File: src/rtl/seg7_bcd_decoder.sv
// seg7_bcd_decoder
//   Debounces a raw 7-segment pattern, decodes it to a BCD digit and checks
//   that successive accepted digits count upward (mod 10).
//
//   Parameters
//     STABLE_CYCLES  consecutive identical samples needed to accept (1..15)
//     ACTIVE_LOW     1: seg_in segments are lit-when-0 and are inverted first
//
//   Ports
//     clk          rising-edge clock
//     rst_syn      asynchronous active-low reset
//     seg_in[7:0]  {dp,g,f,e,d,c,b,a}; dp is ignored
//     clr          synchronous clear of counters, flags and sequence history
//     digit        last accepted BCD digit (held across illegal patterns)
//     digit_valid  high while a legal pattern is locked
//     new_digit    one-cycle pulse on each legal acceptance
//     illegal      one-cycle pulse on acceptance of a non-digit pattern
//     step_err     one-cycle pulse on an out-of-sequence digit
//     err_cnt      saturating count of illegal + step_err events
//     dig_cnt      saturating count of legal acceptances
module seg7_bcd_decoder #(
  parameter int unsigned STABLE_CYCLES = 2,
  parameter bit          ACTIVE_LOW    = 1'b0
) (
  input  logic       clk,
  input  logic       rst_syn,
  input  logic [7:0] seg_in,
  input  logic       clr,
  output logic [3:0] digit,
  output logic       digit_valid,
  output logic       new_digit,
  output logic       illegal,
  output logic       step_err,
  output logic [7:0] err_cnt,
  output logic [7:0] dig_cnt
);

  typedef enum logic [1:0] {
    IDLE,
    SETTLE,
    LOCKED,
    BAD
  } state_e;

  localparam logic [3:0] STABLE = 4'(STABLE_CYCLES);

  state_e     state_q, state_d;
  logic [6:0] cand_q, cand_d;
  logic [3:0] cnt_q, cnt_d;
  logic [3:0] digit_q, digit_d;
  logic       digit_valid_q, digit_valid_d;
  logic       new_digit_q, new_digit_d;
  logic       illegal_q, illegal_d;
  logic       step_err_q, step_err_d;
  logic [7:0] err_cnt_q, err_cnt_d;
  logic [7:0] dig_cnt_q, dig_cnt_d;
  logic       hist_valid_q, hist_valid_d;

  logic [6:0] seg_n;
  logic       dec_legal;
  logic [3:0] dec_val;
  logic [3:0] exp_next;
  logic       accept;

  // Decimal point carries no digit information.
  logic unused_dp;
  assign unused_dp = seg_in[7];

  always_comb begin
    seg_n = ACTIVE_LOW ? ~seg_in[6:0] : seg_in[6:0];
  end

  always_comb begin
    dec_legal = 1'b1;
    dec_val   = '0;
    case (seg_n)
      7'h3F:   dec_val = 4'd0;
      7'h06:   dec_val = 4'd1;
      7'h5B:   dec_val = 4'd2;
      7'h4F:   dec_val = 4'd3;
      7'h66:   dec_val = 4'd4;
      7'h6D:   dec_val = 4'd5;
      7'h7D:   dec_val = 4'd6;
      7'h07:   dec_val = 4'd7;
      7'h7F:   dec_val = 4'd8;
      7'h6F:   dec_val = 4'd9;
      default: dec_legal = 1'b0;
    endcase
  end

  // digit_q doubles as the sequence history value: every legal acceptance
  // writes it, and history is only consulted while hist_valid_q is set.
  always_comb begin
    exp_next = (digit_q == 4'd9) ? 4'd0 : digit_q + 4'd1;
  end

  always_comb begin
    state_d       = state_q;
    cand_d        = cand_q;
    cnt_d         = cnt_q;
    digit_d       = digit_q;
    digit_valid_d = digit_valid_q;
    new_digit_d   = 1'b0;
    illegal_d     = 1'b0;
    step_err_d    = 1'b0;
    err_cnt_d     = err_cnt_q;
    dig_cnt_d     = dig_cnt_q;
    hist_valid_d  = hist_valid_q;
    accept        = 1'b0;

    case (state_q)
      IDLE: begin
        cand_d  = seg_n;
        cnt_d   = 4'd1;
        state_d = SETTLE;
        accept  = (STABLE == 4'd1);
      end
      SETTLE: begin
        if (seg_n == cand_q) begin
          cnt_d  = cnt_q + 4'd1;
          accept = ((cnt_q + 4'd1) >= STABLE);
        end else begin
          cand_d = seg_n;
          cnt_d  = 4'd1;
          accept = (STABLE == 4'd1);
        end
      end
      LOCKED, BAD: begin
        if (seg_n != cand_q) begin
          digit_valid_d = 1'b0;
          cand_d        = seg_n;
          cnt_d         = 4'd1;
          state_d       = SETTLE;
          accept        = (STABLE == 4'd1);
        end
      end
      default: state_d = IDLE;
    endcase

    // Every accepting path has seg_n equal to the candidate, so the
    // combinational decode of seg_n is the decode of the candidate.
    if (accept) begin
      if (dec_legal) begin
        digit_d       = dec_val;
        digit_valid_d = 1'b1;
        new_digit_d   = 1'b1;
        dig_cnt_d     = (dig_cnt_q == 8'hFF) ? dig_cnt_q : dig_cnt_q + 8'd1;
        hist_valid_d  = 1'b1;
        state_d       = LOCKED;
        if (hist_valid_q && (dec_val != exp_next)) begin
          step_err_d = 1'b1;
          err_cnt_d  = (err_cnt_q == 8'hFF) ? err_cnt_q : err_cnt_q + 8'd1;
        end
      end else begin
        digit_valid_d = 1'b0;
        illegal_d     = 1'b1;
        err_cnt_d     = (err_cnt_q == 8'hFF) ? err_cnt_q : err_cnt_q + 8'd1;
        hist_valid_d  = 1'b0;
        state_d       = BAD;
      end
    end

    // clr overrides any acceptance computed above; digit is held.
    if (clr) begin
      state_d       = IDLE;
      cnt_d         = '0;
      digit_d       = digit_q;
      digit_valid_d = 1'b0;
      new_digit_d   = 1'b0;
      illegal_d     = 1'b0;
      step_err_d    = 1'b0;
      err_cnt_d     = '0;
      dig_cnt_d     = '0;
      hist_valid_d  = 1'b0;
    end
  end

  always_ff @(posedge clk or negedge rst_syn) begin
    if (!rst_syn) begin
      state_q       <= IDLE;
      cand_q        <= '0;
      cnt_q         <= '0;
      digit_q       <= '0;
      digit_valid_q <= 1'b0;
      new_digit_q   <= 1'b0;
      illegal_q     <= 1'b0;
      step_err_q    <= 1'b0;
      err_cnt_q     <= '0;
      dig_cnt_q     <= '0;
      hist_valid_q  <= 1'b0;
    end else begin
      state_q       <= state_d;
      cand_q        <= cand_d;
      cnt_q         <= cnt_d;
      digit_q       <= digit_d;
      digit_valid_q <= digit_valid_d;
      new_digit_q   <= new_digit_d;
      illegal_q     <= illegal_d;
      step_err_q    <= step_err_d;
      err_cnt_q     <= err_cnt_d;
      dig_cnt_q     <= dig_cnt_d;
      hist_valid_q  <= hist_valid_d;
    end
  end

  assign digit       = digit_q;
  assign digit_valid = digit_valid_q;
  assign new_digit   = new_digit_q;
  assign illegal     = illegal_q;
  assign step_err    = step_err_q;
  assign err_cnt     = err_cnt_q;
  assign dig_cnt     = dig_cnt_q;

endmodule

File: config.mk
export PLATFORM = sky130hd
export DESIGN_NAME = seg7_bcd_decoder
export DESIGN_NICKNAME = d
export VERILOG_FILES = /design/src/rtl/seg7_bcd_decoder.sv
export SDC_FILE = /design/constraint.sdc
export NUM_CORES = 1
export LEC_CHECK = 0
export ABC_AREA = 1
export ABC_CLOCK_PERIOD_IN_PS = 2000
export CAP_MARGIN = 5
export CELL_PAD_IN_SITES_DETAIL_PLACEMENT = 1
export CELL_PAD_IN_SITES_GLOBAL_PLACEMENT = 2
export CORE_MARGIN = 5
export CORE_UTILIZATION = 31
export DETAILED_ROUTE_END_ITERATION = 8
export PLACE_DENSITY = 0.85
export SLEW_MARGIN = 30
export SYNTH_ARGS = -nofsm -noshare
export SYNTH_HDL_FRONTEND = slang
export SYNTH_SLANG_ARGS = --single-unit
File: constraint.sdc
create_clock -name clk -period 2 [get_ports clk]
set_input_delay 0.3 -clock clk [delete_from_list [all_inputs] [get_ports clk]]
set_output_delay 0.3 -clock clk [all_outputs]
set_load 0.02 [all_outputs]
==> run summary, run 1 <==
Die Ht -> 98.1 microns
Max-cap viol count -> 0
Post-synth cell types -> 31
Cell accounting for the most synthesized area -> dfrtp_1
Clk_skew -> 0.00492 ns
Post-synth top cells -> nand2_1 (80), dfrtp_1 (38), inv_1 (34)
CP delay by family, top -> simple AND/OR/NAND/NOR gates
DRC errors left -> 0
Synth-to-Final Area Change -> 32.5%
Sequential-to-total area share from yosys stat -> 39.5%
Asr flop ratio synth -> 100%
Final worst slack -> 0.152 ns
Io pins -> 35
Initial core utilization -> 31.4%
Post-Syn Area -> 2400 sq um
Final Setup Violations -> 0
Port Buf Inserts -> 33
Synth Register Bits -> 38
CTS tree -> yes
WL met3 -> 194 microns
Crit path DAT -> 2.04 ns
Reg2Reg Depth -> 11
Area of the core -> 7650 sq um
Critical path class -> reg -> reg
Area contributors post-synth -> dfrtp_1 (40%), nand2_1 (12%), nand3_1 (5.6%), inv_1 (5.3%), nor2_1 (5.2%)
Top Metal Used -> met4
Critical Path Start Type -> flop
CP Depth -> 11
Critical Path Slowest Stage Cell -> dfrtp_1
Initial DRC count -> 41
Top cell type's share of synthesized area -> 39.5%
Layout cells sized above 1 -> 23.2%
CP required -> 2.19 ns
Fin crit share -> 92.4%
Relative slew slack -> 66.3%
Most used DFF post-synth -> dfrtp_1
GPL Wtd Cong -> 0.738
Worst-path clk slew -> 0.08 ns
Initial antenna violation count -> 0
Fmax -> 0.541 GHz
# diodes -> 0
Gr ovfl total -> 0
Avg WL per Cell -> 13.0 microns
Finished Cell Area -> 3190 sq um
Synthesized instance count -> 317
1st-pass router iterations -> 4
Die width -> 98.1 microns
Syn Area/Cell -> 7.59 sq um
Metal1 wirelength -> 2910 microns
Crit path time final -> 1.85 ns
VDD IR max -> 271 uV
Fill cell total of the finished layout -> 946
Largest net degree at the start of global routing -> 39
Die footprint -> 9620 sq um
Status -> completed
Routed met2 length -> 3040 microns
Count leader, synth -> nand2_1
Cts bufs inserted -> 5
Max Slew Vio Count -> 0
Lkg Pwr -> 1.58 nW
Number of global-route vias before repair -> 2333
Syn Nets -> 332
Crit-path max FO -> 4
CTS Buffer Depth -> 2
Nets -> 393
Sink Count -> 38
Core Util, Final -> 41.7%
Buf/Inv on CP -> 2
YS warnings -> 0
First-pass GRT wire length -> 10900 microns
Fin cells -> 481
RSZ-0062 raised after global routing -> no
H-tree levels -> 2
Final Hold Fails -> 0
Pwr/cell area -> 548 nW/um^2
Place WS -> -0.302 ns
Std-Cell Rows -> 32
Via count -> 2198
Drt total wl -> 6240 microns
Crit-path max cell delay -> 0.36 ns
Slew of the pin with the lowest slew margin -> 0.505 ns
Critical Path End Type -> flop
DP Wirelength -> 4850 microns
Postcts setup bufs -> 0
Root Buffer -> clkbuf_8
Placement-stage cell area -> 3060 sq um
# placed instances -> 472
Post-synth EDFFs -> 0
Crit path cell chain -> ha_1, nand2_1, nor2_1, inv_1, nor2_1, nand3_1, nor3_2, nor2_8, buf_4, nand3_1, nand2_1
Hold crit path type -> in -> async
CTS Hold Buffers Added -> 0
Clk_lat worst skew -> 0.29 ns
Post-DRT Antenna Nets -> 0
GR Util All Layers -> 13.7%
Vias/cell -> 4.57
==> what timing repair did <==
action | CTS | global route
gates resized for setup | 1 | 9
pin swaps | 0 | 2
setup endpoints to repair | 4 | 20
gates cloned | 0 | 1
==> sequential cells by signal, indices dropped and copies added, names as in the netlist <==
signal / flops
cand_q: 7
hist_valid_q: 1
new_digit: 1
err_cnt: 8
cnt_q: 4
digit_valid: 1
digit: 4
state_q: 2
step_err: 1
dig_cnt: 8
illegal: 1
==> routing by layer <==
metal | vias to the layer above | GRT usage, %
met5 | - | 0
met4 | 0 | 3.94
met3 | 9 | 2.93
met2 | 31 | 23.0
met1 | 1044 | 17.7
li1 | 1114 | -
==> final cells by class <==
type                       instances  area (sq um)  share of cell area [%]
timing repair buffer              66           616                    19.3
inverter                          41           154                    4.83
tap                              102           128                    4.00
clock inverter                     1          5.00                   0.157
clock buffer                       7          86.3                    2.71
sequential                        38           951                    29.8
multi-input combinational        226          1250                    39.1
==> final timing paths <==
| path | slack, ns | endpoint | from |
|---|---|---|---|
| setup / recovery | 0.15 | err_cnt[0] | err_cnt[0] |
| hold / removal | 0.04 | err_cnt[4] | rst_syn |
| setup reg to reg | 0.15 | err_cnt[0] | err_cnt[0] |
| hold reg to reg | 0.51 | err_cnt[7] | err_cnt[7] |
| max in group asynchronous | 1.59 | digit[3] | rst_syn |
| min in group clk | 0.35 | cand_q[2] | seg_in[2] |
==> placed cells by master (no fill, tap or decap), types with 3 or more instances in the layout <==
master / instances
xnor2_1: 3
o21ai_2: 8
nand3_1: 27
inv_2: 7
or2_2: 5
inv_1: 34
ha_1: 4
nor2_2: 5
nand2_2: 11
o21ai_0: 12
dlymetal6s2s_1: 7
clkdlybuf4s50_1: 25
a21oi_1: 5
nor2_1: 31
clkbuf_8: 6
nor3_1: 4
nand4_1: 7
dfrtp_1: 38
nand2_1: 80
buf_4: 31
xor2_1: 8
==> where the power goes <==
part | switching [mW] | internal [mW]
combinational | 0.199 | 0.160
sequential | 0.0325 | 0.801
clock | 0.276 | 0.278
total | 0.507 | 1.24
==> stage by stage <==
stage	hold slack, ns	power (mW)	TNS [ns]
2_1_floorplan	0.00441	1.04	0
3_3_place_gp	0.387	1.20	-3.96
3_5_place_dp	0.395	1.21	-5.53
4_1_cts	0.0736	1.78	0
5_1_grt	0.0931	1.85	0
6_report	0.0426	1.75	0
==> kinds of logic (layout without fill, tap and decap cells) <==
family	count (synthesis)	after routing	share of synthesized area (%)
AO/OA/AOI/OAI	31	31	9.21
AND/OR/NAND/NOR	179	180	35.7
flip-flops	38	38	39.5
XOR/XNOR	11	11	4.01
buffers and inverters	54	115	9.42
adder cells (fa/ha/maj)	4	4	2.08
Power figures use the tool's default switching activity.
==> inputs of run 2 (changes only) <==
--- a/config.mk
+++ b/config.mk
@@ -10,8 +10,8 @@
 export CAP_MARGIN = 5
 export CELL_PAD_IN_SITES_DETAIL_PLACEMENT = 1
 export CELL_PAD_IN_SITES_GLOBAL_PLACEMENT = 2
-export CORE_MARGIN = 5
 export CORE_UTILIZATION = 31
+export CTS_CLUSTER_SIZE = 8
 export DETAILED_ROUTE_END_ITERATION = 8
 export PLACE_DENSITY = 0.85
 export SLEW_MARGIN = 30
==> run summary, run 2 (synthesized netlist as in run 1, its figures left out) <==
Die Ht -> 90.1 microns
Sink Count -> 38
Worst setup startpoint -> err_cnt[0]
Critical Path Start Type -> flop
Avg WL per Cell -> 12.7 microns
Final Setup Violations -> 0
Fin Setup TNS -> 0 ns
Fmax -> 0.539 GHz
R2R Path End -> err_cnt[6]
Worst Hold Depth -> 1
Worst-path clk slew -> 0.07 ns
VDD IR max -> 283 uV
Root Buffer -> clkbuf_8
Vias/cell -> 4.61
Gr ovfl total -> 0
Initial antenna violation count -> 0
FF-to-FF setup slack -> 0.14 ns
Lkg Pwr -> 1.56 nW
Die footprint -> 8110 sq um
Drt total wl -> 6070 microns
Max Slew Vio Count -> 0
Core Util, Final -> 43.3%
Number of global-route vias before repair -> 2284
# diodes -> 0
Final worst slack -> 0.144 ns
1st-pass router iterations -> 4
Clk_skew -> 0.00193 ns
GR Util All Layers -> 15.7%
Reg2Reg Depth -> 11
Relative slew slack -> 68.8%
Most common cell after layout, fill and taps aside -> nand2_1
Slew of the pin with the lowest slew margin -> 0.468 ns
Initial core utilization -> 32.6%
Pwr/cell area -> 547 nW/um^2
CTS Buffer Depth -> 2
Place WS -> -0.334 ns
Reg2reg start -> err_cnt[0]
Die width -> 90.1 microns
Hold crit path type -> in -> reg
Fin Hold WS -> 0.282 ns
CTS tree -> yes
Fin crit share -> 92.8%
Crit path time final -> 1.86 ns
Fill cell total of the finished layout -> 908
Final Hold Fails -> 0
H-tree levels -> 2
GPL Wtd Cong -> 0.764
Nets -> 392
Post-DRT Antenna Nets -> 0
Crit-path max FO -> 4
CP required -> 2.19 ns
DRC errors left -> 0
Via count -> 2198
Crit-path max cell delay -> 0.37 ns
Crit path cell chain -> ha_1, nand2_1, nor2_1, inv_1, nor2_1, nand3_1, nor3_2, nor2_8, buf_4, nand3_1, nand2_1
Critical Path Slowest Stage Cell -> dfrtp_1
Largest net degree at the start of global routing -> 21
Port Buf Inserts -> 33
First-pass GRT wire length -> 10400 microns
Layout cells sized above 1 -> 23.8%
Synth-to-Final Area Change -> 32.7%
Clk_lat worst skew -> 0.29 ns
Critical Path End Type -> flop
Metal1 wirelength -> 2830 microns
Crit path DAT -> 2.04 ns
Max-cap viol count -> 0
Crit path capture -> err_cnt[6]
Routed met2 length -> 3030 microns
WL met3 -> 147 microns
Top Metal Used -> met4
Critical path class -> reg -> reg
DP Wirelength -> 4740 microns
Most frequent cells in the layout -> nand2_1 (79), dfrtp_1 (38), inv_1 (34)
Area of the core -> 7370 sq um
Status -> completed
Std-Cell Rows -> 31
Cts bufs inserted -> 5
Io pins -> 35
RSZ-0062 raised after global routing -> no
Initial DRC count -> 55
-- run 2: final cells by class --
type | count | area [sq um] | share of cell area (%)
Clock buffer | 6 | 82.6 | 2.59
Clock inverter | 2 | 12.5 | 0.392
Inverter | 41 | 154 | 4.82
Multi-Input combinational cell | 226 | 1260 | 39.5
Sequential cell | 38 | 951 | 29.8
Tap cell | 99 | 124 | 3.88
Timing Repair Buffer | 65 | 607 | 19.0
-- run 2: critical path: cells and delay by family (launching register included) --
kind | cells | cell delay, ns
adders and majority gates | 1 | 0.17
buffers and inverters | 2 | 0.23
DFF | 1 | 0.37
and+or+nand+nor | 8 | 0.98
-- run 2: report_power, final --
| group | switching (mW) | leakage [nW] | internal, mW |
|---|---|---|---|
| sequential | 0.0325 | 0.489 | 0.801 |
| combinational | 0.199 | 1.03 | 0.160 |
| clock | 0.278 | 0.0472 | 0.277 |
| total | 0.509 | 1.56 | 1.24 |
-- run 2: how the worst min path moves through the flow --
stage          startpoint          to  slack, ns
3_5_place_dp      rst_syn  err_cnt[6]       0.28
3_3_place_gp      rst_syn  err_cnt[5]       0.28
2_1_floorplan     rst_syn   cand_q[0]      0.004
6_report        seg_in[6]   cand_q[6]       0.28
4_1_cts           rst_syn  err_cnt[6]       0.49
5_1_grt         seg_in[6]   cand_q[6]       0.29
-- run 2: timing repair --
action,4_1_cts,5_1_grt
hold buffers,1,0
buffers inserted,0,1
resized for setup,1,13
endpoints found under the setup margin,8,16
cloned,0,1
endpoints found under the hold margin,18,0
pin swaps,0,3
-- run 2: through the flow --
stage / instances / instance area, sq um / power, mW
after floorplan: 317 / 2400 / 1.04
after global placement: 466 / 3030 / 1.19
after detailed placement: 466 / 3030 / 1.20
after CTS: 475 / 3140 / 1.77
after global routing: 477 / 3190 / 1.84
final: 477 / 3190 / 1.75
-- run 2: layer usage --
| layer | GRT usage [%] | up-vias |
|---|---|---|
| met1 | 19.2 | 1047 |
| met5 | 0 | - |
| li1 | - | 1115 |
| met3 | 2.62 | 7 |
| met2 | 28.3 | 29 |
| met4 | 4.44 | 0 |
